## src/rtl/ex_ctrl.sv

```systemverilog
// ex_ctrl -- execute-stage control and scheduling for the 16-bit pipelined core.
//
// Owns the ID/EX control register: decodes the ID opcode into ALU controls and
// registers the operand-forwarding selects alongside it. Detects load-use and
// flag-use hazards (stall ID, bubble EX), holds the architectural NZV flags and
// sequences HLT through the pipeline.
//
// Ports:
//   clk, rst                  clock, synchronous active-high reset
//   id_valid, id_opcode       ID instruction present / its opcode
//   id_rs, id_rt, id_rd       ID register indices
//   id_uses_rs, id_uses_rt    ID instruction reads rs / rt
//   id_flush                  kill the ID instruction (taken branch)
//   mem_stall                 freeze the whole pipeline (cache miss)
//   alu_flags                 {n,z,v} produced for the EX instruction
//   ex_valid                  EX slot holds a real instruction
//   alu_op, alu_src1/2        execute ALU controls
//   fwd_sel_rs/rt             0 = regfile, 1 = EX/MEM result, 2 = MEM/WB result
//   stall_id                  hold PC and IF/ID this cycle (combinational)
//   flags                     architectural {n,z,v}
//   halted                    core has halted
module ex_ctrl (
  input  logic       clk,
  input  logic       rst,
  input  logic       id_valid,
  input  logic [3:0] id_opcode,
  input  logic [3:0] id_rs,
  input  logic [3:0] id_rt,
  input  logic [3:0] id_rd,
  input  logic       id_uses_rs,
  input  logic       id_uses_rt,
  input  logic       id_flush,
  input  logic       mem_stall,
  input  logic [2:0] alu_flags,
  output logic       ex_valid,
  output logic [3:0] alu_op,
  output logic       alu_src1,
  output logic       alu_src2,
  output logic [1:0] fwd_sel_rs,
  output logic [1:0] fwd_sel_rt,
  output logic       stall_id,
  output logic [2:0] flags,
  output logic       halted
);

  localparam logic [3:0] OP_B     = 4'b1100;
  localparam logic [3:0] OP_BR    = 4'b1101;
  localparam logic [3:0] ALU_PASS = 4'd13;

  typedef struct packed {
    logic [3:0] alu_op;
    logic       src1;
    logic       src2;
    logic       wr;
    logic [2:0] fmask;
    logic       load;
    logic       hlt;
  } dec_t;

  typedef enum logic [1:0] {
    S_RUN,
    S_DRAIN,
    S_HALTED
  } state_t;

  function automatic dec_t decode(input logic [3:0] opc);
    dec_t d;
    d        = '0;
    d.alu_op = ALU_PASS;
    case (opc)
      4'b0000: begin d.alu_op = 4'd0;  d.wr = 1'b1; d.fmask = 3'b111; end
      4'b0001: begin d.alu_op = 4'd1;  d.wr = 1'b1; d.fmask = 3'b111; end
      4'b0010: begin d.alu_op = 4'd2;  d.wr = 1'b1; d.fmask = 3'b010; end
      4'b0011: begin d.alu_op = 4'd8;  d.wr = 1'b1; end
      4'b0100: begin d.alu_op = 4'd3;  d.src2 = 1'b1; d.wr = 1'b1; d.fmask = 3'b010; end
      4'b0101: begin d.alu_op = 4'd4;  d.src2 = 1'b1; d.wr = 1'b1; d.fmask = 3'b010; end
      4'b0110: begin d.alu_op = 4'd5;  d.src2 = 1'b1; d.wr = 1'b1; d.fmask = 3'b010; end
      4'b0111: begin d.alu_op = 4'd9;  d.wr = 1'b1; end
      4'b1000: begin d.alu_op = 4'd10; d.src2 = 1'b1; d.wr = 1'b1; d.load = 1'b1; end
      4'b1001: begin d.alu_op = 4'd10; d.src2 = 1'b1; end
      4'b1010: begin d.alu_op = 4'd11; d.wr = 1'b1; end
      4'b1011: begin d.alu_op = 4'd12; d.wr = 1'b1; end
      4'b1110: begin d.src1 = 1'b1; d.wr = 1'b1; end
      4'b1111: begin d.hlt = 1'b1; end
      default: ;  // B / BR: pass-through op, no writeback, no flags
    endcase
    return d;
  endfunction

  // Nearest producer wins; register 0 is never forwarded.
  function automatic logic [1:0] fwd_sel(input logic used, input logic [3:0] src,
                                         input logic ex_wr, input logic [3:0] ex_rd,
                                         input logic mem_wr, input logic [3:0] mem_rd);
    if (!used || src == 4'd0) return 2'd0;
    if (ex_wr && ex_rd == src) return 2'd1;
    if (mem_wr && mem_rd == src) return 2'd2;
    return 2'd0;
  endfunction

  state_t     state_q, state_d;
  dec_t       dec_p0;
  logic       load_use_p0, flag_use_p0, hazard_p0, capture_p0;
  logic [1:0] fwd_rs_p0, fwd_rt_p0;

  logic       vld_p1, src1_p1, src2_p1, wr_p1, load_p1, hlt_p1;
  logic [3:0] alu_op_p1, rd_p1;
  logic [1:0] fwd_rs_p1, fwd_rt_p1;
  logic [2:0] fmask_p1;

  logic       vld_p2, wr_p2, hlt_p2;
  logic [3:0] rd_p2;

  logic [2:0] flags_q;

  // ---- p0: ID-side decode, hazard detection, forwarding selection ----
  always_comb begin
    dec_p0      = decode(id_opcode);
    load_use_p0 = vld_p1 && load_p1 && (rd_p1 != 4'd0) &&
                  ((id_uses_rs && id_rs == rd_p1) || (id_uses_rt && id_rt == rd_p1));
    flag_use_p0 = (id_opcode == OP_B || id_opcode == OP_BR) && vld_p1 && (fmask_p1 != 3'b000);
    hazard_p0   = id_valid && (load_use_p0 || flag_use_p0);
    // Flush, hazard and any non-RUN state all turn the capture into a bubble.
    capture_p0  = id_valid && !id_flush && !hazard_p0 && (state_q == S_RUN);
    fwd_rs_p0   = fwd_sel(id_uses_rs, id_rs, vld_p1 && wr_p1, rd_p1, vld_p2 && wr_p2, rd_p2);
    fwd_rt_p0   = fwd_sel(id_uses_rt, id_rt, vld_p1 && wr_p1, rd_p1, vld_p2 && wr_p2, rd_p2);
  end

  always_comb begin
    state_d  = state_q;
    halted   = 1'b0;
    stall_id = mem_stall || hazard_p0 || (state_q != S_RUN);
    case (state_q)
      S_RUN:    if (capture_p0 && dec_p0.hlt) state_d = S_DRAIN;
      // HLT leaving MEM on this edge is the moment it reaches WB.
      S_DRAIN:  if (hlt_p2) state_d = S_HALTED;
      S_HALTED: halted = 1'b1;
      default:  state_d = S_RUN;
    endcase
  end

  always_ff @(posedge clk) begin
    if (rst) begin
      state_q <= S_RUN;
    end else if (!mem_stall) begin
      state_q <= state_d;
    end
  end

  // ---- p1: ID/EX register (EX tracker entry); p2: MEM tracker entry ----
  always_ff @(posedge clk) begin
    if (rst) begin
      vld_p1    <= 1'b0;
      alu_op_p1 <= ALU_PASS;
      src1_p1   <= 1'b0;
      src2_p1   <= 1'b0;
      fwd_rs_p1 <= 2'd0;
      fwd_rt_p1 <= 2'd0;
      wr_p1     <= 1'b0;
      rd_p1     <= 4'd0;
      load_p1   <= 1'b0;
      fmask_p1  <= 3'b000;
      hlt_p1    <= 1'b0;
      vld_p2    <= 1'b0;
      wr_p2     <= 1'b0;
      rd_p2     <= 4'd0;
      hlt_p2    <= 1'b0;
      flags_q   <= 3'b000;
    end else if (!mem_stall) begin
      if (vld_p1) flags_q <= (flags_q & ~fmask_p1) | (alu_flags & fmask_p1);
      vld_p2    <= vld_p1;
      wr_p2     <= wr_p1;
      rd_p2     <= rd_p1;
      hlt_p2    <= hlt_p1;
      vld_p1    <= capture_p0;
      alu_op_p1 <= capture_p0 ? dec_p0.alu_op : ALU_PASS;
      src1_p1   <= capture_p0 && dec_p0.src1;
      src2_p1   <= capture_p0 && dec_p0.src2;
      fwd_rs_p1 <= capture_p0 ? fwd_rs_p0 : 2'd0;
      fwd_rt_p1 <= capture_p0 ? fwd_rt_p0 : 2'd0;
      wr_p1     <= capture_p0 && dec_p0.wr;
      rd_p1     <= capture_p0 ? id_rd : 4'd0;
      load_p1   <= capture_p0 && dec_p0.load;
      fmask_p1  <= capture_p0 ? dec_p0.fmask : 3'b000;
      hlt_p1    <= capture_p0 && dec_p0.hlt;
    end
  end

  assign ex_valid   = vld_p1;
  assign alu_op     = alu_op_p1;
  assign alu_src1   = src1_p1;
  assign alu_src2   = src2_p1;
  assign fwd_sel_rs = fwd_rs_p1;
  assign fwd_sel_rt = fwd_rt_p1;
  assign flags      = flags_q;

endmodule

```

## config.mk

```make
export PLATFORM = sky130hd
export DESIGN_NAME = ex_ctrl
export DESIGN_NICKNAME = d
export VERILOG_FILES = /design/src/rtl/ex_ctrl.sv
export SDC_FILE = /design/constraint.sdc
export NUM_CORES = 1
export LEC_CHECK = 0
export CORE_MARGIN = 3
export CORE_UTILIZATION = 35
export CTS_BUF_LIST = sky130_fd_sc_hd__clkbuf_4
export CTS_CLUSTER_DIAMETER = 50
export CTS_CLUSTER_SIZE = 20
export DETAILED_ROUTE_END_ITERATION = 16
export GPL_ROUTABILITY_DRIVEN = 1
export SYNTH_ARGS = -nofsm -noshare
export SYNTH_HDL_FRONTEND = slang
export SYNTH_SLANG_ARGS = --single-unit
```

## constraint.sdc

```tcl
create_clock -name clk -period 1.9 [get_ports clk]
set_clock_uncertainty 0.2 [all_clocks]
set_input_delay 0.38 -clock clk [delete_from_list [all_inputs] [get_ports clk]]
set_output_delay 0.38 -clock clk [all_outputs]
set_load 0.01 [all_outputs]
```

==> impl_summary.log <==
INFO  metric outcome = finished with violations
INFO  metric failed_checks = negative setup slack
INFO  metric grt_pass1_vias = 1571
INFO  metric setup_slack = -0.334 ns
INFO  metric drive_gt1_share = 26.6%
INFO  metric number_of_antenna_violations_at_the_first_check_in_global_routing = 0
INFO  metric mappedNetlistArea = 1550 sq um
INFO  metric worst_slew_pin_slew = 0.277 ns
INFO  metric tritoncts = built
INFO  metric layout_nets = 282
INFO  metric setup.worst_path.start_class = input port
INFO  metric cts_clock_pin_slew_for_the_worst_setup_and_hold_paths = 0.10 ns
INFO  metric post-route-min-period = 2.23 ns
INFO  metric io_pins = 42
INFO  metric finalSetupViolCount = 1
INFO  metric cts_hold_repair.buffers = 0
INFO  metric die_width = 72.5 microns
INFO  metric initial_core_utilization = 37.4%
INFO  metric ctsHtreeMaxLevel = 2
INFO  metric postRouteWirelength = 4.50 mm
INFO  metric cts_root_buf = clkbuf_4
INFO  metric fp.dieArea = 5260 sq um
INFO  metric critPathSlowestCell = clkdlybuf4s50_1
INFO  metric cellLeakagePower = 1.01 nW
INFO  metric yosys-top-cells-area = dfxtp_1, xor2_1, a22o_1
INFO  metric crit_path_max_fanout = 2
INFO  metric synthesis.yosys.warnings = 0
INFO  metric cp_num_buf_inv = 2
INFO  metric vdd_ir_drop_max = 0.273 mV
INFO  metric cp_data_required_time = 1.32 ns
INFO  metric tot_gr_track_use = 18.4%
INFO  metric worst_ep_arrival_time = 1.65 ns
INFO  metric detail_route.drc_violations = 0
INFO  metric pwr_density_cell = 529 nW/um^2
INFO  metric ant_nets = 0
INFO  metric mean_cell_area_of_the_mapped_netlist = 8.75 sq um
INFO  metric gr-total-overflow = 0
INFO  metric finalHoldViolCount = 0
INFO  metric cts_inserted_buffers = 5
INFO  metric num_rows = 23
INFO  metric fp.coreArea = 4140 sq um
INFO  metric layout.cells.non_filler = 306
INFO  metric synth_cell_type_count = 36
INFO  metric fp.dieH = 72.5 microns
INFO  metric routabilityCongestion = 0.978
INFO  metric maxSlewViolCount = 0
INFO  metric synthesis.instances = 177
INFO  metric vias_per_cell = 5.08
INFO  metric crit_path_cell_trace = clkdlybuf4s50_1 -> xor2_1 -> nor4_4 -> nand3_1 -> nand2_1 -> a21bo_1 -> buf_2
INFO  metric final.setup.tns = -0.334 ns
INFO  metric crit_path_max_incr_delay = 0.44 ns
INFO  metric drv_cap = 0
INFO  metric yosys.area.top_type = dfxtp_1
INFO  metric global_route_wire_length_before_repair = 7.44 mm
INFO  metric clk_latency = 0.34 ns
INFO  metric dr_total_vias = 1556
INFO  metric dp_hpwl = 3.32 mm
INFO  metric dpl.cell_count = 293
INFO  metric worstSetupEndpointType = output pin
INFO  metric ys_ff_latch = 32
INFO  metric fmaxAchievable = 0.448 GHz
INFO  metric drt-initial-drc-count = 74
INFO  metric cpLargestDelayFamily = buffers and inverters
INFO  metric buffer_ports.inserted = 41
INFO  metric drt-pass1-iter-count = 4
INFO  metric period_share = 118%
INFO  metric path_class = input port to output pin
INFO  metric rsz_0062_raised_after_global_routing = true
INFO  metric hold_path.class = flop to flop
INFO  metric areaGrowthSynthToFinish = 57.7%
INFO  metric numClockSinks = 32
INFO  metric grt_start_max_net_pins = 15
INFO  metric synth-seq-area-share = 41.4%
INFO  metric yosys.area.top_type_share = 41.4%
INFO  metric wl_per_cell = 14.7 microns
INFO  metric antenna-diode-count = 0
INFO  metric worst_slew_margin_rel = 81.4%
INFO  metric clock_tree.buffer_depth = 2
INFO  metric synth_fp_nets = 203
-- stage by stage --
step                cell area, sq um  hold slack (ns)  setup slack (ns)  total power [mW]  util (%)
floorplan                       1560            0.242           -0.0176             0.791         -
global placement                2230            0.236            -0.897             0.913      53.9
detailed placement              2230            0.240            -0.909             0.919      53.9
CTS                             2380            0.256            -0.449              1.30      57.5
global route                    2440            0.267            -0.461              1.37      58.9
finish                          2440            0.253            -0.334              1.29      58.9
-- registers in the layout, summed over array words and instances, names as in the netlist, named ones only --
| register | flops |
|---|---|
| alu_src1 | 1 |
| wr_p2 | 1 |
| alu_src2 | 1 |
| state_q | 2 |
| rd_p2 | 4 |
| fmask_p1 | 2 |
| load_p1 | 1 |
| wr_p1 | 1 |
| hlt_p2 | 1 |
| ex_valid | 1 |
| fwd_sel_rt | 2 |
| vld_p2 | 1 |
| hlt_p1 | 1 |
| fwd_sel_rs | 2 |
| rd_p1 | 4 |
| alu_op | 4 |
-- power by group --
part	switching (mW)	internal [mW]	leakage, nW	total, mW
Combinational	0.106	0.125	0.721	0.232
Sequential	0.0105	0.675	0.262	0.686
Clock	0.241	0.135	0.0271	0.375
-- layer usage --
metal / share of wire (%) / GRT usage [%] / up-vias
met4: 2.2 / 8.61 / 0
li1: - / - / 779
met2: 47 / 28.9 / 42
met3: 4.6 / 4.85 / 10
met1: 46 / 23.6 / 725
met5: 0 / 0 / -
-- kinds of logic after synthesis --
logic type | share of synthesized area [%]
muxes | 3.88
DFF | 41.4
AOI/OAI and AO/OA | 16.9
xor gates and xnor gates | 9.61
buffers and inverters | 3.80
and+or+nand+nor | 24.5
-- worst paths after layout --
kind	startpoint	end	slack [ns]	depth (start not counted)
worst max-delay path	id_rt[1]	stall_id	-0.33	7
worst min register to register	fwd_sel_rs[1]	fwd_sel_rs[1]	0.25	2
worst max register to register	rd_p1[1]	rd_p1[0]	0.01	6
worst min-delay path	fwd_sel_rs[1]	fwd_sel_rs[1]	0.25	2
-- synthesized netlist by cell type (all sizes together) --
library cell  count
or4b              1
nor4b             1
nor2b             6
a22o              9
a32o              2
nor4              3
mux2i             6
nand4             4
nand3             8
clkbuf            4
and2              3
a31oi             3
or4               2
dfxtp            32
nor3b             1
nor2             21
buf               5
nand2b            1
a21bo             1
inv               2
nand2            17
a21oi            10
nor3              5
a31o              1
xor2             14
a21o              1
o21ai            11
xnor2             3
-- cell usage in the layout, fill, tap and decap left out, types with 2 or more instances in the layout --
| cell type | instances |
|---|---|
| nor2_1 | 20 |
| dlymetal6s2s_1 | 2 |
| nand2_1 | 17 |
| o21ai_1 | 6 |
| nor3_1 | 5 |
| mux2i_1 | 6 |
| buf_4 | 38 |
| nor4_4 | 3 |
| and2_4 | 2 |
| or4_1 | 2 |
| o21ai_0 | 5 |
| nand4_1 | 4 |
| clkdlybuf4s50_1 | 31 |
| dfxtp_1 | 27 |
| a22o_1 | 9 |
| nand3_1 | 8 |
| xor2_4 | 2 |
| a32o_1 | 2 |
| xnor2_1 | 3 |
| a21oi_1 | 10 |
| xor2_1 | 8 |
| dlygate4sd2_1 | 7 |
| and2_1 | 2 |
| dfxtp_4 | 4 |
| clkbuf_4 | 5 |
| nor2b_1 | 6 |
| xor2_2 | 4 |
-- area by class of cell --
type,instances,area [sq um]
Sequential cell,32,657
Inverter,2,7.51
Clock inverter,2,12.5
Fill cell,389,1700
Clock buffer,5,37.5
Multi-Input combinational cell,135,967
Timing Repair Buffer,80,698
Tap cell,50,62.6
-- timing repair --
item | CTS | global route
setup endpoints to repair | 23 | 22
buffers inserted | 5 | 0
cloned | 1 | 0
endpoints found under the hold margin | 0 | 0
pin swaps | 14 | 7
gates resized for setup | 27 | 10
-- tightest hold or removal path: cells and delay by family, from the launching register on --
kind	cells	cell delay (ns)
AND/OR/NAND/NOR	1	0.05
flip-flops	1	0.32
AO/OA/AOI/OAI	1	0.05
(Power assumes the default switching activity.)
